[config.mk]
export PLATFORM = sky130hd
export DESIGN_NAME = pipelined_csel_adder
export DESIGN_NICKNAME = d
export VERILOG_FILES = /design/src/rtl/pipelined_csel_adder.sv
export SDC_FILE = /design/constraint.sdc
export NUM_CORES = 1
export LEC_CHECK = 0
export CAP_MARGIN = 40
export CORE_MARGIN = 10
export CORE_UTILIZATION = 40
export DETAILED_ROUTE_END_ITERATION = 16
export PLACE_DENSITY = 0.63
export SLEW_MARGIN = 15
export SYNTH_ARGS = -nofsm -noshare
export SYNTH_HDL_FRONTEND = slang
export SYNTH_SLANG_ARGS = --single-unit
[constraint.sdc]
create_clock -name clk -period 2.41 [get_ports clk]
set_clock_uncertainty 0.1 [all_clocks]
set_input_delay 0.482 -clock clk [delete_from_list [all_inputs] [get_ports clk]]
set_output_delay 0.482 -clock clk [all_outputs]
set_load 0.01 [all_outputs]
[src/rtl/pipelined_csel_adder.sv]
// pipelined_csel_adder: pipelined carry-select adder/subtractor.
// WIDTH bits are resolved BLOCK bits per stage over NBLK = WIDTH/BLOCK
// register stages. Each stage builds both candidate block sums and lets the
// carry registered by the previous stage pick one. Operand blocks not yet
// consumed are skew-buffered alongside the growing low part of the result.
// Flow control is one global enable: the whole pipe advances or holds.
// Optional feature macro: CSEL_OVF_EN adds the out_ovf signed-overflow output.
// WIDTH must be a multiple of BLOCK.
module pipelined_csel_adder #(
    parameter int WIDTH = 32,
    parameter int BLOCK = 8
) (
    input  logic             clk,
    input  logic             rst_n,
    input  logic             in_valid,
    output logic             in_ready,
    input  logic [WIDTH-1:0] in_a,
    input  logic [WIDTH-1:0] in_b,
    input  logic             in_cin,
    input  logic             in_sub,
    output logic             out_valid,
    input  logic             out_ready,
    output logic [WIDTH-1:0] out_sum,
    output logic             out_cout
`ifdef CSEL_OVF_EN
    ,
    output logic             out_ovf
`endif
);
    localparam int NBLK = WIDTH / BLOCK;

    // The pipe advances when the output slot is empty or being drained.
    logic w_en;
    assign w_en     = !out_valid || out_ready;
    assign in_ready = w_en;

    for (genvar k = 0; k < NBLK; k++) begin : g_stg
        // OPW: operand bits still unresolved on entry; SW: result bits known on exit.
        localparam int OPW = WIDTH - k * BLOCK;
        localparam int SW  = (k + 1) * BLOCK;

        logic           w_vin;
        logic           w_cin;
        logic [OPW-1:0] w_a;
        logic [OPW-1:0] w_b;
        logic [BLOCK:0] w_s0;
        logic [BLOCK:0] w_s1;
        logic [BLOCK:0] w_sel;
        logic [SW-1:0]  w_sum_nx;

        logic           r_vld;
        logic           r_cy;
        logic [SW-1:0]  r_sum;

        if (k == 0) begin : g_in
            // Subtract is A + ~B + 1; the forced carry-in overrides in_cin.
            assign w_vin    = in_valid & w_en;
            assign w_cin    = in_sub | in_cin;
            assign w_a      = in_a;
            assign w_b      = in_sub ? ~in_b : in_b;
            assign w_sum_nx = w_sel[BLOCK-1:0];
        end else begin : g_in
            assign w_vin    = g_stg[k-1].r_vld;
            assign w_cin    = g_stg[k-1].r_cy;
            assign w_a      = g_stg[k-1].g_op.r_a;
            assign w_b      = g_stg[k-1].g_op.r_b;
            assign w_sum_nx = {w_sel[BLOCK-1:0], g_stg[k-1].r_sum};
        end

        // Both candidates are formed without waiting on the carry; the carry only drives the mux.
        assign w_s0  = {1'b0, w_a[BLOCK-1:0]} + {1'b0, w_b[BLOCK-1:0]};
        assign w_s1  = {1'b0, w_a[BLOCK-1:0]} + {1'b0, w_b[BLOCK-1:0]} + {{BLOCK{1'b0}}, 1'b1};
        assign w_sel = w_cin ? w_s1 : w_s0;

        // Stage valid, selected carry and accumulated result advance together on enable.
        always_ff @(posedge clk or negedge rst_n) begin
            if (!rst_n) begin
                r_vld <= 1'b0;
                r_cy  <= 1'b0;
                r_sum <= '0;
            end else if (w_en) begin
                r_vld <= w_vin;
                r_cy  <= w_sel[BLOCK];
                r_sum <= w_sum_nx;
            end
        end

        if (k < NBLK - 1) begin : g_op
            logic [OPW-BLOCK-1:0] r_a;
            logic [OPW-BLOCK-1:0] r_b;

            // Skew buffer: carry the unconsumed upper operand blocks to the next stage.
            always_ff @(posedge clk or negedge rst_n) begin
                if (!rst_n) begin
                    r_a <= '0;
                    r_b <= '0;
                end else if (w_en) begin
                    r_a <= w_a[OPW-1:BLOCK];
                    r_b <= w_b[OPW-1:BLOCK];
                end
            end
        end
    end

    assign out_valid = g_stg[NBLK-1].r_vld;
    assign out_sum   = g_stg[NBLK-1].r_sum;
    assign out_cout  = g_stg[NBLK-1].r_cy;

`ifdef CSEL_OVF_EN
    // Carry into the MSB recovered as a ^ b ^ sum at that bit of the last block.
    logic w_cmsb;
    logic r_ovf;
    assign w_cmsb = g_stg[NBLK-1].w_a[BLOCK-1] ^ g_stg[NBLK-1].w_b[BLOCK-1]
                  ^ g_stg[NBLK-1].w_sel[BLOCK-1];

    // Signed overflow registered with the final stage so it stalls with the data.
    always_ff @(posedge clk or negedge rst_n) begin
        if (!rst_n) begin
            r_ovf <= 1'b0;
        end else if (w_en) begin
            r_ovf <= w_cmsb ^ g_stg[NBLK-1].w_sel[BLOCK];
        end
    end
    assign out_ovf = r_ovf;
`endif

endmodule

### Yosys cells after proc, flatten, opt, wreduce, memory -nomap -nowiden

Index checks and enable logic that the tools add are counted.

| storage, ports and cells | value |
|---|---|
| register bits after elaboration | 184 |
| bits in latches | 0 |
| bits in writable memories | 0 |
| memory bits (read-only) | 0 |
| input port bits | 70 |
| output and inout bits | 35 |
| memories | 0 |

| operators by class | value |
|---|---|
| add/sub/neg operators | 8 |
| multipliers | 0 |
| div/mod/pow operators | 0 |
| order comparisons | 0 |
| equality and inequality tests | 0 |
| shifts and indexed selects | 0 |
| multiplexer cells | 5 |
| bitwise logic cells | 3 |
| reduce and logical (&&, ||, !) cells | 2 |

Operators with widths:

| operator | number |
|---|---|
| $add A8 B8 Y9 | 4 |
| $add A9 B1 Y9 const B | 4 |
| $mux W9 | 4 |
| $mux W32 | 1 |
| $not A32 Y32 | 1 |
| $and A1 B1 Y1 | 1 |
| $logic_not A1 Y1 | 1 |
| $logic_or A1 B1 Y1 | 1 |
| $or A1 B1 Y1 | 1 |

### Logic depth before layout (Yosys ltp)

| logic depth | value |
|---|---|
| word-level depth | 5 |
| gate-level depth with buffers | 14 |
| depth with buffers taken out | 12 |

### Least setup slack after synthesis

Ideal clock, no wire load.

| path | value |
|---|---|
| path kind | input to register |
| start | in in_sub |
| end | reg g_stg[0].r_cy |
| setup time | 0.142 ns |
| arrival time | 2.976 ns |
| slack | -0.808 ns |
| cell stages on the path | 14 |
| path buffers | 2 |
| cell sequence | buf_2 buf_1 xor2_1 ha_1 inv_1 fa_1 inv_1 ha_1 o21ai_0 nor2_1 and4_1 and4b_1 xnor2_1 a21oi_1 |

| on the way | value |
|---|---|
| longest elaborated chain between the ends | 4 |
| elaborated cells between the ends (all ways) | 5 |

RTL lines:

| element | line | source |
|---|---|---|
| from (decl) | 20 | `input logic in_sub,` |
| $mux W32 | 60 | `assign w_b = in_sub ? ~in_b : in_b;` |
| $add A8 B8 Y9 | 71, 72 |  |
| $add A9 B1 Y9 | 72 | `assign w_s1 = {1'b0, w_a[BLOCK-1:0]} + {1'b0, w_b[BLOCK-1:0]} + {{BLOCK{1'b0}}, 1'b1};` |
| $mux W9 * | 73 | `assign w_sel = w_cin ? w_s1 : w_s0;` |
| to (signal assigned) | 83 | `r_cy <= w_sel[BLOCK];` |
| to (decl) | 52 | `logic r_cy;` |

Mark *: on every way between the ends. The rest lies on a longest branch, timed or not.
A chain may end at the register's enable or synchronous reset.

### Worst setup path in the final report

| path | value |
|---|---|
| start | reg g_stg[2].g_op.r_a[0] |
| end | reg g_stg[3].r_sum[29] (netlist: out_sum[29]) |

| on the way | value |
|---|---|
| longest elaborated chain between the ends | 3 |

RTL lines:

| element | line | source |
|---|---|---|
| from (decl) | 89 | `logic [OPW-BLOCK-1:0] r_a;` |
| from (signal assigned) | 98 | `r_a <= w_a[OPW-1:BLOCK];` |
| $add A8 B8 Y9 * | 71, 72 |  |
| $add A9 B1 Y9 | 72 |  |
| $mux W9 * | 73 |  |
| to (signal assigned) | 84 | `r_sum <= w_sum_nx;` |
| to (decl) | 53 | `logic [SW-1:0] r_sum;` |

Marks and branches as above.

==> results.txt <==
- The flow ran to the end, but the final reports show violations.
- The checks that failed: setup timing.
* Synthesized area per cell: 9.04 um^2
* Worst-path fanout max: 3
- Sequential elements use 51.1% of the synthesized area.
- Met1 global-route usage: 16.4%
* Fin. max-slew vios: 0
- Setup total negative slack on the finished layout was measured at -0.336 ns.
- Arrival time reported for the critical path endpoint: 2.71 ns
- In the final routed layout, each cell accounts on average for 13.0 um.
* Hold wc startpoint: g_stg[0].r_sum[7]$_DFFE_PN0N_
- Setup violations remaining at the end of the flow were counted as 7.
- Combined global-route utilization of all metal layers: 13.4%
* Overall die width: 170 um
* Critical Path Source Type: flip-flop
- Detailed-router iteration count before antenna repair: 6
* Pin count of the biggest net entering global routing: 142
* Met3 Track Usage GR: 3.61%
- Wires add up to 18,800 um.
- Summed over all cells, the static leakage comes to 5.63 nW.
- The biggest area contributor in the post-synthesis netlist is sky130_fd_sc_hd__dfrtp_1.
- The library cells used most frequently in the layout, excluding fill and tap cells, are sky130_fd_sc_hd__nand2_1, sky130_fd_sc_hd__dfrtp_1, sky130_fd_sc_hd__clkdlybuf4s50_1, sky130_fd_sc_hd__buf_4, sky130_fd_sc_hd__o21ai_0.
- Leading cell types by total area after synthesis: sky130_fd_sc_hd__dfrtp_1, sky130_fd_sc_hd__nand2_1, sky130_fd_sc_hd__ha_1, sky130_fd_sc_hd__xnor2_1, sky130_fd_sc_hd__o21ai_0
- The finished cells cover 0.0119 mm^2.
* Top-Level Pins: 105
- Share of async-settable or async-resettable flops after synthesis: 100%
- Area Overhead vs Synth: 31.5%
- In the routed design, unresolved DRC markers number 0.
* Switching Fraction: 37.3%
- Wire length of the first global-routing pass: 32,100 um
- Via count: 6,865
* Register-to-register setup slack: -0.09 ns
- The critical path starts at g_stg[2].g_op.r_a[0]$_DFFE_PN0N_.
* Initial antenna violation count: 0
* Net load switching power: 0.00601 W
* Commonest non-fill, non-tap cell in the layout: sky130_fd_sc_hd__nand2_1
- Count of state elements after synthesis: 184
- Die ar.: 0.0289 mm^2
* Worst Setup Slack, final: -0.0889 ns
- The floorplan has 54 rows.
* Total of fill cells in the finished design: 2,038
- Antenna Diode Count: 0
* Fraction of synthesized cell area taken by the top area cell type: 51.1%
- Final-stage net count: 1,262
- After global routing, the most crowded layer is met2.
- After clock tree synthesis, the clock-pin slew on the worst setup and hold paths is 0.07 ns.
- Vias per cell: 4.76
* Inserted Clock Buffers: 17
- Tightest slew margin relative to the limit: 51.5%
- The via count of the first global-routing pass came to 6,908.
* H-Tree Level Count: 4
- Overflow left after global routing: 0
- Final HPWL DP: 12,400 um
* Maximum capacitance violations: 0
- Sequential group share of total power: 32.7%
- Power density over the cells: 1360 mW/mm^2
- Hold WC Path Type: flip-flop to flip-flop
* Core area: 0.0220 mm^2
- Transition time of the tightest slew-check pin: 0.728 ns
* Utilization of the core after routing: 53.8%
- The worst register-to-register path begins at g_stg[2].g_op.r_a[0]$_DFFE_PN0N_.
- Maximum clock insertion buffer count: 2
- Sort of element at the end of the critical path: flip-flop
* Netlist area before placement: 0.00901 mm^2
- Cell Int Power: 0.0101 W
- At the later pin of the worst-skew pair, clock insertion delay measures 0.42 ns.
- The number of nets handed over by synthesis was 1,108.
- For this configuration, the core starts out at a cell density of 40.9%.
- Synth warnings: 0
- Peak Freq: 400 MHz
* Number of clock sinks seen by CTS: 184
- Buffer cell driving the clock tree root: sky130_fd_sc_hd__clkbuf_16
* Instance area after placement: 0.0108 mm^2
- STA puts the critical path data required time at 2.62 ns.
- Maximum VDD drop: 717 uV
- Clock tree from TritonCTS: built
- Per report_power, the clock group accounts for 18.0% of the total.
- Routability-driven placement finished with a final weighted congestion of 0.808.
* Final worst path period need: 2.50 ns
- The count of nets left with antenna violations once routing finished came out at 0.
* Critical path class: flip-flop to flip-flop
- Dividing the final minimum period by the clock period gives 104%.
- Chip Height: 170 um
- Synthesized netlist cell count: 997
* Global routing met2 resource utilization: 22.8%
- Combinational logic is responsible for 49.4% of the overall power.
- Yosys mapped the design onto 58 distinct sky130hd cell types.
- The first routing iteration left 448 violations.
- RSZ-0062 raised after global routing: yes
- Input and output buffers added on the ports amount to 104.
- Number of flops mapped to enable cells by yosys: 0
- For this run, the leading register cell type out of synthesis is sky130_fd_sc_hd__dfrtp_1.
- Ratio of cells with drive above 1 in the final layout: 15.7%
- The total count of hold-check failures in the final report came to 0.
-- worst paths after layout --
kind / depth (start not counted) / endpoint
setup reg to reg: 9 / out_sum[29]$_DFFE_PN0N_
setup / recovery: 9 / out_sum[29]$_DFFE_PN0N_
max in group asynchronous: 3 / g_stg[0].r_cy$_DFFE_PN0N_
min in group asynchronous: 2 / g_stg[0].r_sum[0]$_DFFE_PN0N_
hold / removal: 2 / g_stg[1].r_sum[7]$_DFFE_PN0N_
hold reg to reg: 2 / g_stg[1].r_sum[7]$_DFFE_PN0N_
-- power groups by stage --
stage | registers (W) | logic, W | clock network [W]
finish | 0.00526 | 0.00796 | 0.00289
floorplan | 0.00526 | 0.00466 | 0
global placement | 0.00528 | 0.00694 | 0
CTS | 0.00528 | 0.00760 | 0.00297
detailed placement | 0.00532 | 0.00709 | 0
global route | 0.00547 | 0.00891 | 0.00310
-- worst max-delay path, stage by stage (launching register included) --
cell and delay, ns:
sky130_fd_sc_hd__dfrtp_1 0.39, sky130_fd_sc_hd__ha_2 0.21, sky130_fd_sc_hd__fa_2 0.37, sky130_fd_sc_hd__buf_4 0.14, sky130_fd_sc_hd__buf_6 0.11, sky130_fd_sc_hd__xor2_1 0.18, sky130_fd_sc_hd__nand4_1 0.23, sky130_fd_sc_hd__nor2_2 0.17
sky130_fd_sc_hd__xnor3_1 0.22, sky130_fd_sc_hd__mux2_4 0.26
-- registers in the layout, indices dropped and copies added (netlist names) --
| signal | cells |
|---|---|
| g_stg.g_op.r_a | 48 |
| g_stg.g_op.r_b | 48 |
| g_stg.r_cy | 3 |
| g_stg.r_sum | 48 |
| g_stg.r_vld | 3 |
| out_cout | 1 |
| out_sum | 32 |
| out_valid | 1 |
-- cells by family (layout without fill, tap and decap cells) --
family	count (synthesis)	count (layout)	synth area share, %
DFF	184	184	51.1
and+or+nand+nor	508	508	23.1
buffers and inverters	53	218	2.22
adders and majority gates	41	41	6.02
xor gates and xnor gates	74	74	7.43
AOI/OAI and AO/OA	131	131	9.38
muxes	6	6	0.736
-- final cells by class --
type	instances	area (um^2)	area share [%]
Timing Repair Buffer	180	1720	14.5
Inverter	8	32.5	0.274
Clock inverter	11	159	1.34
Tap cell	280	350	2.95
Multi-Input combinational cell	760	4550	38.3
Sequential cell	184	4600	38.8
Clock buffer	19	443	3.74
-- layer usage --
| layer | vias up | part of all wire, % |
|---|---|---|
| li1 | 3539 | - |
| met1 | 3232 | 47 |
| met2 | 80 | 48 |
| met3 | 14 | 3.5 |
| met4 | 0 | 1.2 |
| met5 | - | 0 |
-- what timing repair did --
action / 4_1_cts / 5_1_grt
gates resized for setup: 37 / 43
setup buffers: 12 / 7
hold buffers: 1 / 0
endpoints found under the hold margin: 59 / 0
endpoints found under the setup margin: 12 / 17
pin swaps: 45 / 53
-- stage by stage --
stage / std cells / hold slack (ns) / setup WS [ns] / total power (W)
floorplan: 997 / 0.0864 / -0.392 / 0.00991
global placement: 1394 / 0.349 / -0.700 / 0.0122
detailed placement: 1394 / 0.354 / -0.714 / 0.0124
CTS: 1437 / 0.361 / -0.113 / 0.0158
global route: 1442 / 0.384 / -0.193 / 0.0175
finish: 1442 / 0.360 / -0.0889 / 0.0161
-- synthesized netlist by cell type, types with 7 or more instances --
| cell type | count |
|---|---|
| sky130_fd_sc_hd__nand2_1 | 431 |
| sky130_fd_sc_hd__dfrtp_1 | 184 |
| sky130_fd_sc_hd__o21ai_0 | 60 |
| sky130_fd_sc_hd__xnor2_1 | 44 |
| sky130_fd_sc_hd__clkbuf_1 | 37 |
| sky130_fd_sc_hd__ha_1 | 37 |
| sky130_fd_sc_hd__nor2_1 | 32 |
| sky130_fd_sc_hd__xor2_1 | 28 |
| sky130_fd_sc_hd__a21oi_1 | 19 |
| sky130_fd_sc_hd__a211oi_1 | 8 |
| sky130_fd_sc_hd__a21o_1 | 8 |
| sky130_fd_sc_hd__buf_1 | 7 |
| sky130_fd_sc_hd__inv_1 | 7 |
No activity file was read; power rests on OpenSTA's default activity.
